[src/rtl/l15_vc_evict_buffer_pkg.sv]
// Shared L1.5 definitions for the victim-cache eviction buffer: line geometry,
// MESI encodings and the eviction-state helper.
package l15_vc_evict_buffer_pkg;

  localparam int VC_ADDR_WIDTH       = 36;
  localparam int L15_CACHELINE_WIDTH = 128;

  typedef enum logic [1:0] {
    L15_MESI_I = 2'b00,
    L15_MESI_S = 2'b01,
    L15_MESI_E = 2'b10,
    L15_MESI_M = 2'b11
  } l15_mesi_e;

  localparam logic [1:0] L15_MESI_STATE_E = L15_MESI_E;
  localparam logic [1:0] L15_MESI_STATE_M = L15_MESI_M;

  // An evicted line arrives in the victim cache as M if it was dirty, else E.
  function automatic logic [1:0] evict_mesi(input logic dirty);
    return dirty ? L15_MESI_STATE_M : L15_MESI_STATE_E;
  endfunction

endpackage

[src/rtl/l15_vc_evict_cam.sv]
// Address CAM for the eviction buffer: one compare per entry per port
// (enq, probe, squash) plus youngest-first selection for enq and probe.
module l15_vc_evict_cam
  import l15_vc_evict_buffer_pkg::*;
#(
  parameter int ADDR_WIDTH = VC_ADDR_WIDTH,
  parameter int DEPTH      = 4,
  parameter int PTR_W      = 2
) (
  input  logic [DEPTH*ADDR_WIDTH-1:0] i_addr_flat,
  input  logic [DEPTH-1:0]            i_live,
  input  logic [DEPTH-1:0]            i_enq_excl,
  input  logic [PTR_W-1:0]            i_tail,
  input  logic [ADDR_WIDTH-1:0]       i_enq_addr,
  input  logic [ADDR_WIDTH-1:0]       i_probe_addr,
  input  logic [ADDR_WIDTH-1:0]       i_squash_addr,
  output logic                        o_enq_hit,
  output logic [PTR_W-1:0]            o_enq_idx,
  output logic                        o_probe_hit,
  output logic [PTR_W-1:0]            o_probe_idx,
  output logic [DEPTH-1:0]            o_squash_vec
);

  logic [DEPTH-1:0] w_enq_vec;
  logic [DEPTH-1:0] w_probe_vec;

  generate
    for (genvar gi = 0; gi < DEPTH; gi++) begin : g_cmp
      logic [ADDR_WIDTH-1:0] w_entry_addr;
      assign w_entry_addr     = i_addr_flat[gi*ADDR_WIDTH +: ADDR_WIDTH];
      assign w_enq_vec[gi]    = i_live[gi] & ~i_enq_excl[gi] & (w_entry_addr == i_enq_addr);
      assign w_probe_vec[gi]  = i_live[gi] & (w_entry_addr == i_probe_addr);
      assign o_squash_vec[gi] = i_live[gi] & (w_entry_addr == i_squash_addr);
    end
  endgenerate

  assign o_enq_hit   = |w_enq_vec;
  assign o_probe_hit = |w_probe_vec;

  // Walk from oldest (tail-DEPTH) to youngest (tail-1); the last match written wins.
  always_comb begin
    logic [PTR_W-1:0] v_idx;
    v_idx       = '0;
    o_enq_idx   = '0;
    o_probe_idx = '0;
    for (int k = DEPTH; k >= 1; k--) begin
      v_idx = i_tail - PTR_W'(k);
      if (w_enq_vec[v_idx])   o_enq_idx   = v_idx;
      if (w_probe_vec[v_idx]) o_probe_idx = v_idx;
    end
  end

endmodule

[src/rtl/l15_vc_evict_buffer.sv]
// Eviction FIFO between the L1.5 S3 eviction path and the victim-cache fill port,
// with same-line merging, S1 probing and refill squashing of queued copies.
module l15_vc_evict_buffer
  import l15_vc_evict_buffer_pkg::*;
#(
  parameter int ADDR_WIDTH = VC_ADDR_WIDTH,
  parameter int DATA_WIDTH = L15_CACHELINE_WIDTH,
  parameter int DEPTH      = 4,
  parameter int PTR_W      = 2
) (
  input  logic                  clk,
  input  logic                  rst,
  input  logic                  i_enq_val,
  input  logic [ADDR_WIDTH-1:0] i_enq_addr,
  input  logic [DATA_WIDTH-1:0] i_enq_data,
  input  logic                  i_enq_dirty,
  output logic                  o_enq_rdy,
  output logic                  o_vc_val,
  output logic [ADDR_WIDTH-1:0] o_vc_addr,
  output logic [DATA_WIDTH-1:0] o_vc_data,
  output logic [1:0]            o_vc_mesi,
  input  logic                  i_vc_rdy,
  input  logic [ADDR_WIDTH-1:0] i_probe_addr,
  output logic                  o_probe_hit,
  output logic [DATA_WIDTH-1:0] o_probe_data,
  output logic                  o_probe_dirty,
  input  logic                  i_squash_val,
  input  logic [ADDR_WIDTH-1:0] i_squash_addr,
  output logic [PTR_W:0]        o_occupancy
);

  localparam logic [PTR_W:0] L_FULL = (PTR_W+1)'(DEPTH);

  logic [ADDR_WIDTH-1:0] r_addr [DEPTH];
  logic [DATA_WIDTH-1:0] r_data [DEPTH];
  logic [DEPTH-1:0]      r_valid;
  logic [DEPTH-1:0]      r_squashed;
  logic [DEPTH-1:0]      r_dirty;
  logic [PTR_W-1:0]      r_head;
  logic [PTR_W-1:0]      r_tail;
  logic [PTR_W:0]        r_count;

  logic [DEPTH*ADDR_WIDTH-1:0] w_addr_flat;
  logic [DEPTH-1:0]            w_live;
  logic [DEPTH-1:0]            w_fire_mask;
  logic [DEPTH-1:0]            w_squash_vec;
  logic [DEPTH-1:0]            w_wr_new;
  logic [DEPTH-1:0]            w_wr_merge;
  logic [DEPTH-1:0]            w_retire_here;
  logic [DEPTH-1:0]            w_sq_here;
  logic                        w_fire;
  logic                        w_auto_retire;
  logic                        w_retire;
  logic                        w_enq_hit;
  logic [PTR_W-1:0]            w_enq_idx;
  logic                        w_probe_hit;
  logic [PTR_W-1:0]            w_probe_idx;
  logic                        w_enq_fire;
  logic                        w_merge;
  logic                        w_alloc;

  assign w_live        = r_valid & ~r_squashed;
  assign o_vc_val      = w_live[r_head];
  assign w_fire        = o_vc_val & i_vc_rdy;
  assign w_auto_retire = r_valid[r_head] & r_squashed[r_head];
  assign w_retire      = w_fire | w_auto_retire;
  // A head that fires is already handed off: it neither merges nor gets squashed.
  assign w_fire_mask   = w_fire ? (DEPTH'(1) << r_head) : '0;

  assign o_enq_rdy  = (r_count != L_FULL) | w_enq_hit;
  assign w_enq_fire = i_enq_val & o_enq_rdy;
  assign w_merge    = w_enq_fire & w_enq_hit;
  assign w_alloc    = w_enq_fire & ~w_enq_hit;

  generate
    for (genvar gi = 0; gi < DEPTH; gi++) begin : g_entry
      assign w_addr_flat[gi*ADDR_WIDTH +: ADDR_WIDTH] = r_addr[gi];
      assign w_wr_new[gi]      = w_alloc & (r_tail == PTR_W'(gi));
      assign w_wr_merge[gi]    = w_merge & (w_enq_idx == PTR_W'(gi));
      assign w_retire_here[gi] = w_retire & (r_head == PTR_W'(gi));
      // An enq of the same line in the same cycle overrides the squash.
      assign w_sq_here[gi]     = i_squash_val & w_squash_vec[gi] & ~w_fire_mask[gi] & ~w_wr_merge[gi];
    end
  endgenerate

  l15_vc_evict_cam #(
    .ADDR_WIDTH (ADDR_WIDTH),
    .DEPTH      (DEPTH),
    .PTR_W      (PTR_W)
  ) u_cam (
    .i_addr_flat   (w_addr_flat),
    .i_live        (w_live),
    .i_enq_excl    (w_fire_mask),
    .i_tail        (r_tail),
    .i_enq_addr    (i_enq_addr),
    .i_probe_addr  (i_probe_addr),
    .i_squash_addr (i_squash_addr),
    .o_enq_hit     (w_enq_hit),
    .o_enq_idx     (w_enq_idx),
    .o_probe_hit   (w_probe_hit),
    .o_probe_idx   (w_probe_idx),
    .o_squash_vec  (w_squash_vec)
  );

  always_ff @(posedge clk or posedge rst) begin
    if (rst) begin
      r_valid    <= '0;
      r_squashed <= '0;
      r_dirty    <= '0;
    end else begin
      for (int i = 0; i < DEPTH; i++) begin
        if (w_wr_new[i]) begin
          r_valid[i]    <= 1'b1;
          r_squashed[i] <= 1'b0;
          r_dirty[i]    <= i_enq_dirty;
        end else begin
          if (w_retire_here[i]) r_valid[i]    <= 1'b0;
          if (w_sq_here[i])     r_squashed[i] <= 1'b1;
          if (w_wr_merge[i])    r_dirty[i]    <= r_dirty[i] | i_enq_dirty;
        end
      end
    end
  end

  always_ff @(posedge clk) begin
    for (int i = 0; i < DEPTH; i++) begin
      if (w_wr_new[i] | w_wr_merge[i]) r_data[i] <= i_enq_data;
      if (w_wr_new[i])                 r_addr[i] <= i_enq_addr;
    end
  end

  always_ff @(posedge clk or posedge rst) begin
    if (rst) begin
      r_head  <= '0;
      r_tail  <= '0;
      r_count <= '0;
    end else begin
      if (w_retire) r_head <= r_head + PTR_W'(1);
      if (w_alloc)  r_tail <= r_tail + PTR_W'(1);
      r_count <= r_count + (PTR_W+1)'(w_alloc) - (PTR_W+1)'(w_retire);
    end
  end

  assign o_vc_addr     = r_addr[r_head];
  assign o_vc_data     = r_data[r_head];
  assign o_vc_mesi     = evict_mesi(r_dirty[r_head]);
  assign o_probe_hit   = w_probe_hit;
  assign o_probe_data  = w_probe_hit ? r_data[w_probe_idx] : '0;
  assign o_probe_dirty = w_probe_hit & r_dirty[w_probe_idx];
  assign o_occupancy   = r_count;

  a_count_bound: assert property (@(posedge clk) disable iff (rst) r_count <= L_FULL);
  a_enq_rdy_when_space: assert property (@(posedge clk) disable iff (rst)
    !(i_enq_val && !o_enq_rdy && (r_count < L_FULL)));

endmodule

[config.mk]
export PLATFORM = sky130hd
export DESIGN_NAME = l15_vc_evict_buffer
export DESIGN_NICKNAME = d
export VERILOG_FILES = /design/src/rtl/l15_vc_evict_buffer_pkg.sv /design/src/rtl/l15_vc_evict_cam.sv /design/src/rtl/l15_vc_evict_buffer.sv
export SDC_FILE = /design/constraint.sdc
export NUM_CORES = 2
export LEC_CHECK = 0
export BUFFER_PORTS_ARGS = -buffer_cell sky130_fd_sc_hd__buf_2
export CAP_MARGIN = 40
export CORE_UTILIZATION = 51
export CTS_BUF_LIST = sky130_fd_sc_hd__clkbuf_8 sky130_fd_sc_hd__clkbuf_16
export DETAILED_ROUTE_END_ITERATION = 10
export PLACE_DENSITY = 0.82
export SLEW_MARGIN = 30
export SYNTH_ARGS = -nofsm -noshare
export SYNTH_HDL_FRONTEND = slang
export SYNTH_SLANG_ARGS = --single-unit
[constraint.sdc]
create_clock -name clk -period 24.6 [get_ports clk]
set_input_delay 4.92 -clock clk [delete_from_list [all_inputs] [get_ports clk]]
set_output_delay 4.92 -clock clk [all_outputs]
set_load 0.03 [all_outputs]
==> impl_metrics.py <==
metrics = {
    "grt": {
        "grt-ovfl-total": 0,
        "grt_first_pass_wirelength_um": 168000,
        "grt_pass1_vias": 23400,
        "track_usage_pct": 35.4,
        "antenna_found_initial": 18,
        "grt_max_degree": 136,
    },
    "clock_network": {
        "cts_buffers": 73,
        "clockBufferDepth": 3,
        "path_clk_slew_ns": 0.06,
        "post-cts-setup-buffer-count": 0,
        "cts_tree": "yes",
        "cts_resized": 0,
        "ctsHoldBuffers": 0,
        "cts_root_buffer": "clkbuf_16",
        "clock_latency_ns": 0.64,
        "cts_max_level": 3,
        "cts_sinks": 675,
    },
    "timing": {
        "max_freq_mhz": 68.1,
        "rsz0062_at_grt": "false",
        "finalSetupTns_ns": 0,
        "relSlewSlack_pct": 35.1,
        "fin_crit_ns": 14.68,
        "fin_skew_ns": 0.0367,
        "min_period_over_period_pct": 59.7,
        "worst_pin_slew_ns": 0.965,
        "hold_viol": 0,
        "slew_violations": 0,
        "whs_ns": 0.543,
        "setup_viol": 0,
    },
    "route": {
        "via_per_inst": 6.54,
        "wl_um": 122000,
        "route.detailed.drc": 0,
        "drt-initial-drc-count": 2921,
        "ant_nets": 0,
        "wl_per_cell_um": 34.1,
        "drtPass1Iterations": 5,
        "num_vias": 23500,
    },
    "finish": {
        "fillers": 4853,
        "stdcell_area_sq_um": 40200,
        "drive_gt1_share_pct": 32.2,
        "final_core_util_pct": 61.0,
        "area_growth_syn_to_layout_pct": 18.3,
        "fin_nets": 2907,
    },
    "synth": {
        "seq_area_frac_synth_pct": 59.4,
        "yosysMostFrequentCell": "edfxtp_1",
        "synthDistinctLibCells": 67,
        "synth_top_cell_by_area": "edfxtp_1",
        "synth_top_cells_by_area": "edfxtp_1, mux4_2, xor2_1",
        "synth-edff-count": 656,
        "postSynth.asyncResetShare_pct": 2.81,
        "syn_area_per_cell_sq_um": 16.1,
        "synthesis.nets": 2365,
        "ys_seq_elements": 675,
        "yosys-top-cells-count": "edfxtp_1, xor2_1, mux2i_1",
        "syn-cell-area_sq_um": 34000,
        "yosys_warnings": 0,
        "yosysTopAreaCellShare_pct": 58.0,
        "synth_flop_cell": "edfxtp_1",
        "synth_cells": 2112,
    },
    "setup_path": {
        "ff2ff_setup_slack_ns": 18.95,
        "cp_max_fo": 95,
        "worstReg2RegEnd": "r_data[0][10]",
        "rr_worst_depth": 11,
        "path_class": "in2out",
        "setup.worst_path.start_class": "input port",
        "crit_path_end_kind": "output port",
        "cp.arrival_ns": 9.76,
        "timing.rr.start": "r_head[0]",
        "required_ns": 19.68,
    },
    "floorplan": {
        "core_sq_um": 65900,
        "dieArea_sq_um": 67600,
        "top_level_ports": 543,
        "die_w_um": 260,
        "die_h_um": 260,
        "start_util_pct": 51.6,
        "rows": 94,
    },
    "status": {
        "status": "finished clean",
    },
    "hold_path": {
        "hold_path.class": "reg2reg",
        "hold_path.startpoint": "o_occupancy[0]",
        "hold_path_end": "o_occupancy[0]",
        "hold_depth": 1,
    },
    "job": {
        "maxCapViolations": 0,
    },
    "placed_design": {
        "place_hpwl_um": 88800,
        "gp_congestion": 1.06,
        "place_area_sq_um": 37600,
        "numPortBuffers": 541,
    },
    "power_and_ir_drop": {
        "powerDensity_nw_per_um2": 137,
        "vdd_drop_max_v": 0.000122,
        "cellLeakagePower_nw": 15.6,
    },
}
state kept, by name, summed over array words and instances, names as in the netlist:
signal and count:
r_head 2, r_valid 4, r_squashed 4, r_dirty 4, r_data 512, r_tail 2
o_occupancy 3, r_addr 144
routing by layer:
| layer | vias to the layer above | wire length (um) | global-route usage [%] |
|---|---|---|---|
| met5 | - | 93 | 0 |
| met4 | 14 | 6960 | 17.8 |
| met3 | 355 | 12000 | 9.37 |
| met2 | 1576 | 58100 | 56.3 |
| met1 | 12000 | 45200 | 44.8 |
| li1 | 9531 | - | - |
cell families after synthesis:
group / count (synthesis) / share of synthesized area, %
compound gates: 176 / 3.45
xor+xnor: 433 / 11.2
fa+ha+maj: 11 / 0.427
buf+inv: 140 / 2.51
flops: 675 / 59.4
mux: 429 / 18.8
other cells: 1 / 0.0110
simple gates: 247 / 4.29
critical path, cell delays in order:
cell	delay (ns)
buf_2	0.16
xor2_1	0.15
nor4_1	0.80
nand4_1	0.25
nor3_1	0.33
o21ai_1	0.11
a22o_1	0.28
a31oi_4	0.27
buf_4	0.35
buf_16	0.30
buf_12	0.34
buf_16	0.47
mux2i_1	0.47
o22ai_1	0.16
buf_2	0.22
final cells by class:
cell class | instances | area, sq um | share of cell area (%)
Antenna cell | 12 | 30.0 | 0.0747
Clock buffer | 73 | 1830 | 4.55
Clock inverter | 60 | 586 | 1.46
Inverter | 22 | 82.6 | 0.205
Multi-Input combinational cell | 1297 | 13000 | 32.4
Sequential cell | 675 | 20200 | 50.2
Tap cell | 864 | 1080 | 2.69
Timing Repair Buffer | 585 | 3370 | 8.38
through the flow:
step | setup slack, ns | cells | power, mW
after floorplan | 11.47 | 2112 | 3.49
after global placement | 9.17 | 3422 | 4.25
after detailed placement | 9.64 | 3435 | 4.32
after CTS | 9.55 | 3568 | 5.43
after global routing | 9.85 | 3586 | 5.62
final | 9.92 | 3588 | 5.49
cell usage in the layout (no fill, tap or decap), drive strengths merged, types with 2 or more instances in the layout:
cell / count
bufinv: 7
inv: 36
nand3: 15
xnor2: 109
ha: 10
xor2: 324
o21ai: 14
nand3b: 6
nor3: 14
a221oi: 3
diode: 12
nor2b: 4
nand4: 58
o211ai: 2
edfxtp: 656
clkinvlp: 5
o22ai: 129
a31oi: 2
buf: 582
or4: 3
and4: 3
dfrtp: 19
and3: 4
or3b: 2
mux4: 166
nand4b: 2
clkbuf: 75
clkinv: 34
a211oi: 2
a22o: 3
o221a: 2
mux2i: 262
o221ai: 2
nand2: 33
o31ai: 2
or3: 5
nor2: 10
nor4: 83
o21ba: 2
where the power goes:
group | switching, mW | internal (mW)
combinational | 1.79 | 0.878
sequential | 0.196 | 1.53
clock | 0.475 | 0.625
worst max path at each step:
stage,from,endpoint,slack [ns],cells past startpoint
2_1_floorplan,i_enq_addr[4],r_data[3][0],11.47,10
3_3_place_gp,i_probe_addr[10],o_probe_dirty,9.17,13
3_5_place_dp,i_probe_addr[32],o_probe_data[65],9.64,14
4_1_cts,i_probe_addr[32],o_probe_data[65],9.55,14
5_1_grt,i_probe_addr[21],o_probe_data[0],9.85,15
6_report,i_probe_addr[17],o_probe_data[0],9.92,15
(Power assumes the default switching activity.)
